### src/rtl/if_prefetch_queue_pkg.sv
// Shared types and constants for the instruction-fetch prefetch queue.
// State encodings, the queue entry layout and the PC increment live here.
package if_prefetch_queue_pkg;

    typedef enum logic [1:0] {
        S_IDLE = 2'd0,
        S_WAIT = 2'd1,
        S_DROP = 2'd2
    } fetch_state_t;

    localparam logic [31:0] NOP_INST = 32'h0;
    localparam logic [31:0] PC_STEP  = 32'd4;

    // One queue entry: the fetched word and the address of the word after it.
    typedef struct packed {
        logic [31:0] inst;
        logic [31:0] pc4;
    } fetch_entry_t;

endpackage

### src/rtl/if_inst_fifo.sv
// Synchronous DEPTH x 64-bit FIFO with push, pop, a dominant flush and a
// registered head; a pushed word reaches the head one cycle after its push edge.
module if_inst_fifo
    import if_prefetch_queue_pkg::*;
#(
    parameter int DEPTH = 4
) (
    input  logic                     CLK,
    input  logic                     CLR,
    input  logic                     flush,
    input  logic                     push,
    input  fetch_entry_t             push_data,
    input  logic                     pop,
    output logic                     head_valid,
    output fetch_entry_t             head_data,
    output logic [$clog2(DEPTH):0]   count
);

    localparam int AW = $clog2(DEPTH);
    localparam int CW = AW + 1;

    fetch_entry_t   mem [DEPTH];
    logic [AW-1:0]  rd_ptr;
    logic [AW-1:0]  wr_ptr;
    logic [AW-1:0]  rd_ptr_next;
    logic [CW-1:0]  count_after_pop;
    logic           push_eff;
    logic           pop_eff;

    always_comb begin
        push_eff        = push && (count < CW'(DEPTH));
        pop_eff         = pop && head_valid;
        rd_ptr_next     = pop_eff ? (rd_ptr + AW'(1)) : rd_ptr;
        count_after_pop = count - CW'(pop_eff);
    end

    always_ff @(posedge CLK) begin
        if (push_eff && !CLR && !flush) begin
            mem[wr_ptr] <= push_data;
        end
    end

    // The head only sees words already in storage before this edge: no bypass.
    always_ff @(posedge CLK) begin
        if (CLR || flush) begin
            rd_ptr     <= '0;
            wr_ptr     <= '0;
            count      <= '0;
            head_valid <= 1'b0;
            head_data  <= '0;
        end else begin
            if (push_eff) begin
                wr_ptr <= wr_ptr + AW'(1);
            end
            rd_ptr <= rd_ptr_next;
            case ({push_eff, pop_eff})
                2'b10:   count <= count + CW'(1);
                2'b01:   count <= count - CW'(1);
                default: count <= count;
            endcase
            head_valid <= (count_after_pop != '0);
            head_data  <= mem[rd_ptr_next];
        end
    end

endmodule

### src/rtl/if_prefetch_queue.sv
// Instruction-fetch front end: issues word fetches over a req/ack handshake,
// queues returned words with their PC+4, and flushes/refetches on redirect.
module if_prefetch_queue
    import if_prefetch_queue_pkg::*;
#(
    parameter int          DEPTH    = 4,
    parameter logic [31:0] RESET_PC = 32'h0
) (
    input  logic                     CLK,
    input  logic                     CLR,
    input  logic                     redirect_valid,
    input  logic [31:0]              redirect_addr,
    input  logic                     id_ready,
    output logic                     imem_req,
    output logic [31:0]              imem_addr,
    input  logic                     imem_ack,
    input  logic [31:0]              imem_rdata,
    output logic                     out_valid,
    output logic [31:0]              out_inst,
    output logic [31:0]              out_pc4,
    output logic [$clog2(DEPTH):0]   q_count,
    output logic [1:0]               dbg_state
);

    localparam int CW = $clog2(DEPTH) + 1;

    // Handshakes: imem_req/imem_addr stay stable from issue until the cycle
    // imem_ack=1 and are never withdrawn; a head entry transfers on an edge
    // where out_valid && id_ready, unless a redirect flushes it that cycle.

    fetch_state_t   state;
    fetch_state_t   state_next;
    logic [31:0]    fetch_pc;
    logic [31:0]    imem_addr_q;
    logic [31:0]    ack_pc4;
    logic           push;
    logic           pop;
    logic           issue;
    logic           can_issue;
    logic [CW-1:0]  occupancy_after_pop;
    fetch_entry_t   push_data;
    fetch_entry_t   head_data;
    logic           head_valid;

    always_comb begin
        ack_pc4             = imem_addr_q + PC_STEP;
        pop                 = head_valid && id_ready && !redirect_valid;
        push                = (state == S_WAIT) && imem_ack && !redirect_valid;
        occupancy_after_pop = q_count - CW'(pop);
        can_issue           = occupancy_after_pop < CW'(DEPTH);
        push_data.inst      = imem_rdata;
        push_data.pc4       = ack_pc4;
    end

    always_ff @(posedge CLK) begin
        if (CLR) begin
            state <= S_IDLE;
        end else begin
            state <= state_next;
        end
    end

    // A redirect during an outstanding request parks in S_DROP until its ack.
    always_comb begin
        state_next = state;
        case (state)
            S_IDLE: begin
                if (!redirect_valid && can_issue) begin
                    state_next = S_WAIT;
                end
            end
            S_WAIT: begin
                if (imem_ack) begin
                    state_next = S_IDLE;
                end else if (redirect_valid) begin
                    state_next = S_DROP;
                end
            end
            S_DROP: begin
                if (imem_ack) begin
                    state_next = S_IDLE;
                end
            end
            default: state_next = S_IDLE;
        endcase
    end

    always_comb begin
        imem_req  = (state != S_IDLE);
        issue     = (state == S_IDLE) && (state_next == S_WAIT);
        imem_addr = imem_addr_q;
        dbg_state = state;
    end

    always_ff @(posedge CLK) begin
        if (CLR) begin
            fetch_pc    <= RESET_PC;
            imem_addr_q <= RESET_PC;
        end else begin
            if (redirect_valid) begin
                fetch_pc <= redirect_addr;
            end else if (push) begin
                fetch_pc <= ack_pc4;
            end
            if (issue) begin
                imem_addr_q <= fetch_pc;
            end
        end
    end

    if_inst_fifo #(
        .DEPTH (DEPTH)
    ) u_fifo (
        .CLK        (CLK),
        .CLR        (CLR),
        .flush      (redirect_valid),
        .push       (push),
        .push_data  (push_data),
        .pop        (pop),
        .head_valid (head_valid),
        .head_data  (head_data),
        .count      (q_count)
    );

    always_comb begin
        out_valid = head_valid;
        out_inst  = head_valid ? head_data.inst : NOP_INST;
        out_pc4   = head_valid ? head_data.pc4  : NOP_INST;
    end

endmodule
### config.mk
export PLATFORM = sky130hd
export DESIGN_NAME = if_prefetch_queue
export DESIGN_NICKNAME = d
export VERILOG_FILES = /design/src/rtl/if_prefetch_queue_pkg.sv /design/src/rtl/if_inst_fifo.sv /design/src/rtl/if_prefetch_queue.sv
export SDC_FILE = /design/constraint.sdc
export NUM_CORES = 1
export LEC_CHECK = 0
export ABC_CLOCK_PERIOD_IN_PS = 7300
export CAP_MARGIN = 25
export CORE_MARGIN = 8
export CORE_UTILIZATION = 25
export CTS_BUF_LIST = sky130_fd_sc_hd__clkbuf_2
export CTS_CLUSTER_SIZE = 30
export DETAILED_ROUTE_END_ITERATION = 8
export DONT_BUFFER_PORTS = 1
export PLACE_DENSITY = 0.43
export SYNTH_ARGS = -nofsm -noshare
export SYNTH_HDL_FRONTEND = slang
export SYNTH_SLANG_ARGS = --single-unit
### constraint.sdc
create_clock -name CLK -period 7.3 [get_ports CLK]
set_input_delay 2.19 -clock CLK [delete_from_list [all_inputs] [get_ports CLK]]
set_output_delay 2.19 -clock CLK [all_outputs]
set_load 0.005 [all_outputs]
==> metrics <==
status=completed; grt ovf=0; CTS tree=done; syn_nets=1,132; Max Root-Sink Buffers=3; DRC=0; setup TNS=0 ns; clk root buf=clkbuf_2; nets@finish=about 1,200; Die W=about 260 um; Detailed Routing Iterations Pass 1=5; final WL=39,750 um; number of CTS-inserted buffers=~110; Leak=6.707 nW; clk_lat worst skew=slightly above 1 ns; antenna violations before repair=7; drt wl/cell=approximately 20 um; Worst path max stage delay=roughly 0.54 ns; Yosys reg bits=394; post-synthesis xor/xnor area fraction=between 2 and 2.5%; vias per cell=4.322; Setup CP Type=flop to output port; # setup viols final=0; min Tclk post-route=4.401 ns; pin count of the biggest net entering global routing=between 60 and 70; post-synthesis simple-gate area fraction=9.248%; Slew @ Worst Pin=between 0.9 and 1 ns; number of synthesized flops with an enable pin=256; initial core utilization=about 25%; final hold violations=0; Yosys cell types=60; boundary pin count=~170; core box area=around 0.06 mm^2; Post-Syn Instances=roughly 1,100; Hold Buf Count CTS=0; power density over the cells=between 200 and 250 mW/mm^2; ys flop type=edfxtp_1; final core occ=between 20% and 30%; crit-path cells=buf_4 > and2_1; Synth Area in Compound Gates=under 10%; clock sink total=a little under 400; period utilization=between 60 and 70%; RSZ-0062 raised after global routing=no; ANT nets after route=0; commonest non-fill, non-tap cell in the layout=edfxtp_1; mux cell area share after synthesis=roughly 11%; Synth area leaders=edfxtp_1 (51%), dfxtp_1 (18%), mux2i_1 (11%); syn_area_per_cell=between 10 and 15 um^2; worst relative slew slack=between 30% and 40%; register area share after synthesis=between 60% and 70%; CTS-repair resized insts=0; # Post-CTS Setup Buffers=0; Syn-to-layout area delta=13.05%; Setup Skew=0.04700 ns; Die ar.=just under 0.07 mm^2; number of port buffers=0; crit path DAT=around 2.2 ns; top-area cell type share of the netlist area=between 50 and 60%; layout cells sized above 1=between 10% and 20%; commonest cells after routing, fill and taps aside=edfxtp_1 (256), clkbuf_2 (178), mux2i_1 (161); DP HPWL=approximately 24,000 um; Fmax achieved=between 200 and 250 MHz; Chip Height=261.0 um; Critical Path End Type=output port; Yosys warnings=0; Post-Syn Area=between 0.015 and 0.02 mm^2; CTS clk-pin slew, worst paths=0.10 ns; routability cong.=roughly 0.7; startpoint class of the critical path=flop; row count=90; pins over their slew limit=0; critical path peak fanout=67; CP max-delay cell=buf_4; Buf+Inv Stages, Crit Path=1; vias in the first global route=roughly 9,100; asr flop ratio synth=0%; Worst IR Drop VDD=~0.00008 V; Synth area leader=edfxtp_1; DR iter-0 viols=340; H-tree level count=3; main combinational cell family by area after synthesis=multiplexers; vias after detailed routing=8,600; MaxCap Viol Count=0; gr usage total=between 10% and 20%; CP delay by family, top=buffers and inverters; Post-Synth Adder-Cell Area=0.7171%; first-pass GRT wire length=roughly 58,000 um; worst hold path class=flop to flop; Critical Path RT=approximately 5 ns
state kept, by name (all words and copies together), names as in the netlist:
register,count
u_fifo.wr_ptr,2
u_fifo.count,3
u_fifo.head_valid,1
dbg_state,2
imem_addr,32
u_fifo.rd_ptr,2
u_fifo.mem,256
u_fifo.head_data,64
fetch_pc,32
worst min-delay path: cells and delay by family, from the launching register on:
kind | cells | cell delay (ns)
flops | 1 | 0.33
simple gates | 1 | 0.07
mux | 1 | 0.06
cell type report:
type | instances | area [um^2]
Antenna cell | 4 | 10.01
Clock buffer | 178 | 890.9
Clock inverter | 18 | 77.57
Fill cell | 6163 | 42830
Inverter | 10 | 37.54
Multi-Input combinational cell | 591 | 4302
Sequential cell | 394 | 10450
Tap cell | 782 | 978.4
Timing Repair Buffer | 13 | 215.2
final timing paths:
check | start | endpoint | slack (ns) | cells after the start
worst max-delay path | u_fifo.head_valid | out_pc4[7] | 2.90 | 2
worst min-delay path | fetch_pc[15] | imem_addr[15] | 0.48 | 2
worst max register to register | dbg_state[0] | u_fifo.mem[0][5] | 4.32 | 6
worst min register to register | fetch_pc[15] | imem_addr[15] | 0.48 | 2
cell families (layout without fill, tap and decap cells):
group / after synthesis / after routing
and+or+nand+nor: 261 / 261
DFF: 394 / 394
buffers and inverters: 70 / 219
xor gates and xnor gates: 34 / 34
muxes: 161 / 161
other: 0 / 4
adders and majority gates: 8 / 8
AOI/OAI and AO/OA: 127 / 127
metal layers:
metal	wire, um	global-route usage, %
met2	19120	18.91
met3	3420	4.865
met5	0	0
met4	788	3.960
met1	16420	13.57
synthesized netlist by cell type, types with 8 or more instances:
cell      count
a21oi_1      13
and2_1       66
buf_2         8
buf_4        11
clkbuf_1     37
dfxtp_1     138
edfxtp_1    256
inv_1        10
mux2i_1     161
nand2_1      59
nand3_1      11
nor2_1       72
o21ai_0      15
o22ai_1      65
xnor2_1      19
xor2_1       14
metrics by stage:
step | hold WS [ns] | instance area [um^2] | total power, W | cells | worst slack [ns]
floorplan | 0.4516 | 15000 | 0.002550 | 1055 | 2.674
global placement | 0.4610 | 15850 | 0.002585 | 1785 | 2.591
detailed placement | 0.4730 | 15960 | 0.002588 | 1789 | 2.744
CTS | 0.4739 | 16930 | 0.004171 | 1985 | 2.624
global route | 0.5066 | 16960 | 0.004291 | 1988 | 2.606
finish | 0.4755 | 16960 | 0.004065 | 1990 | 2.899
power breakdown:
| part | internal [W] | total, W | leakage [nW] | switching [W] |
|---|---|---|---|---|
| sequential | 0.00240 | 0.00243 | 3.29 | 0.0000294 |
| combinational | 0.0000401 | 0.000103 | 2.65 | 0.0000633 |
| clock | 0.000633 | 0.00153 | 0.775 | 0.000899 |
(Power assumes the default switching activity.)
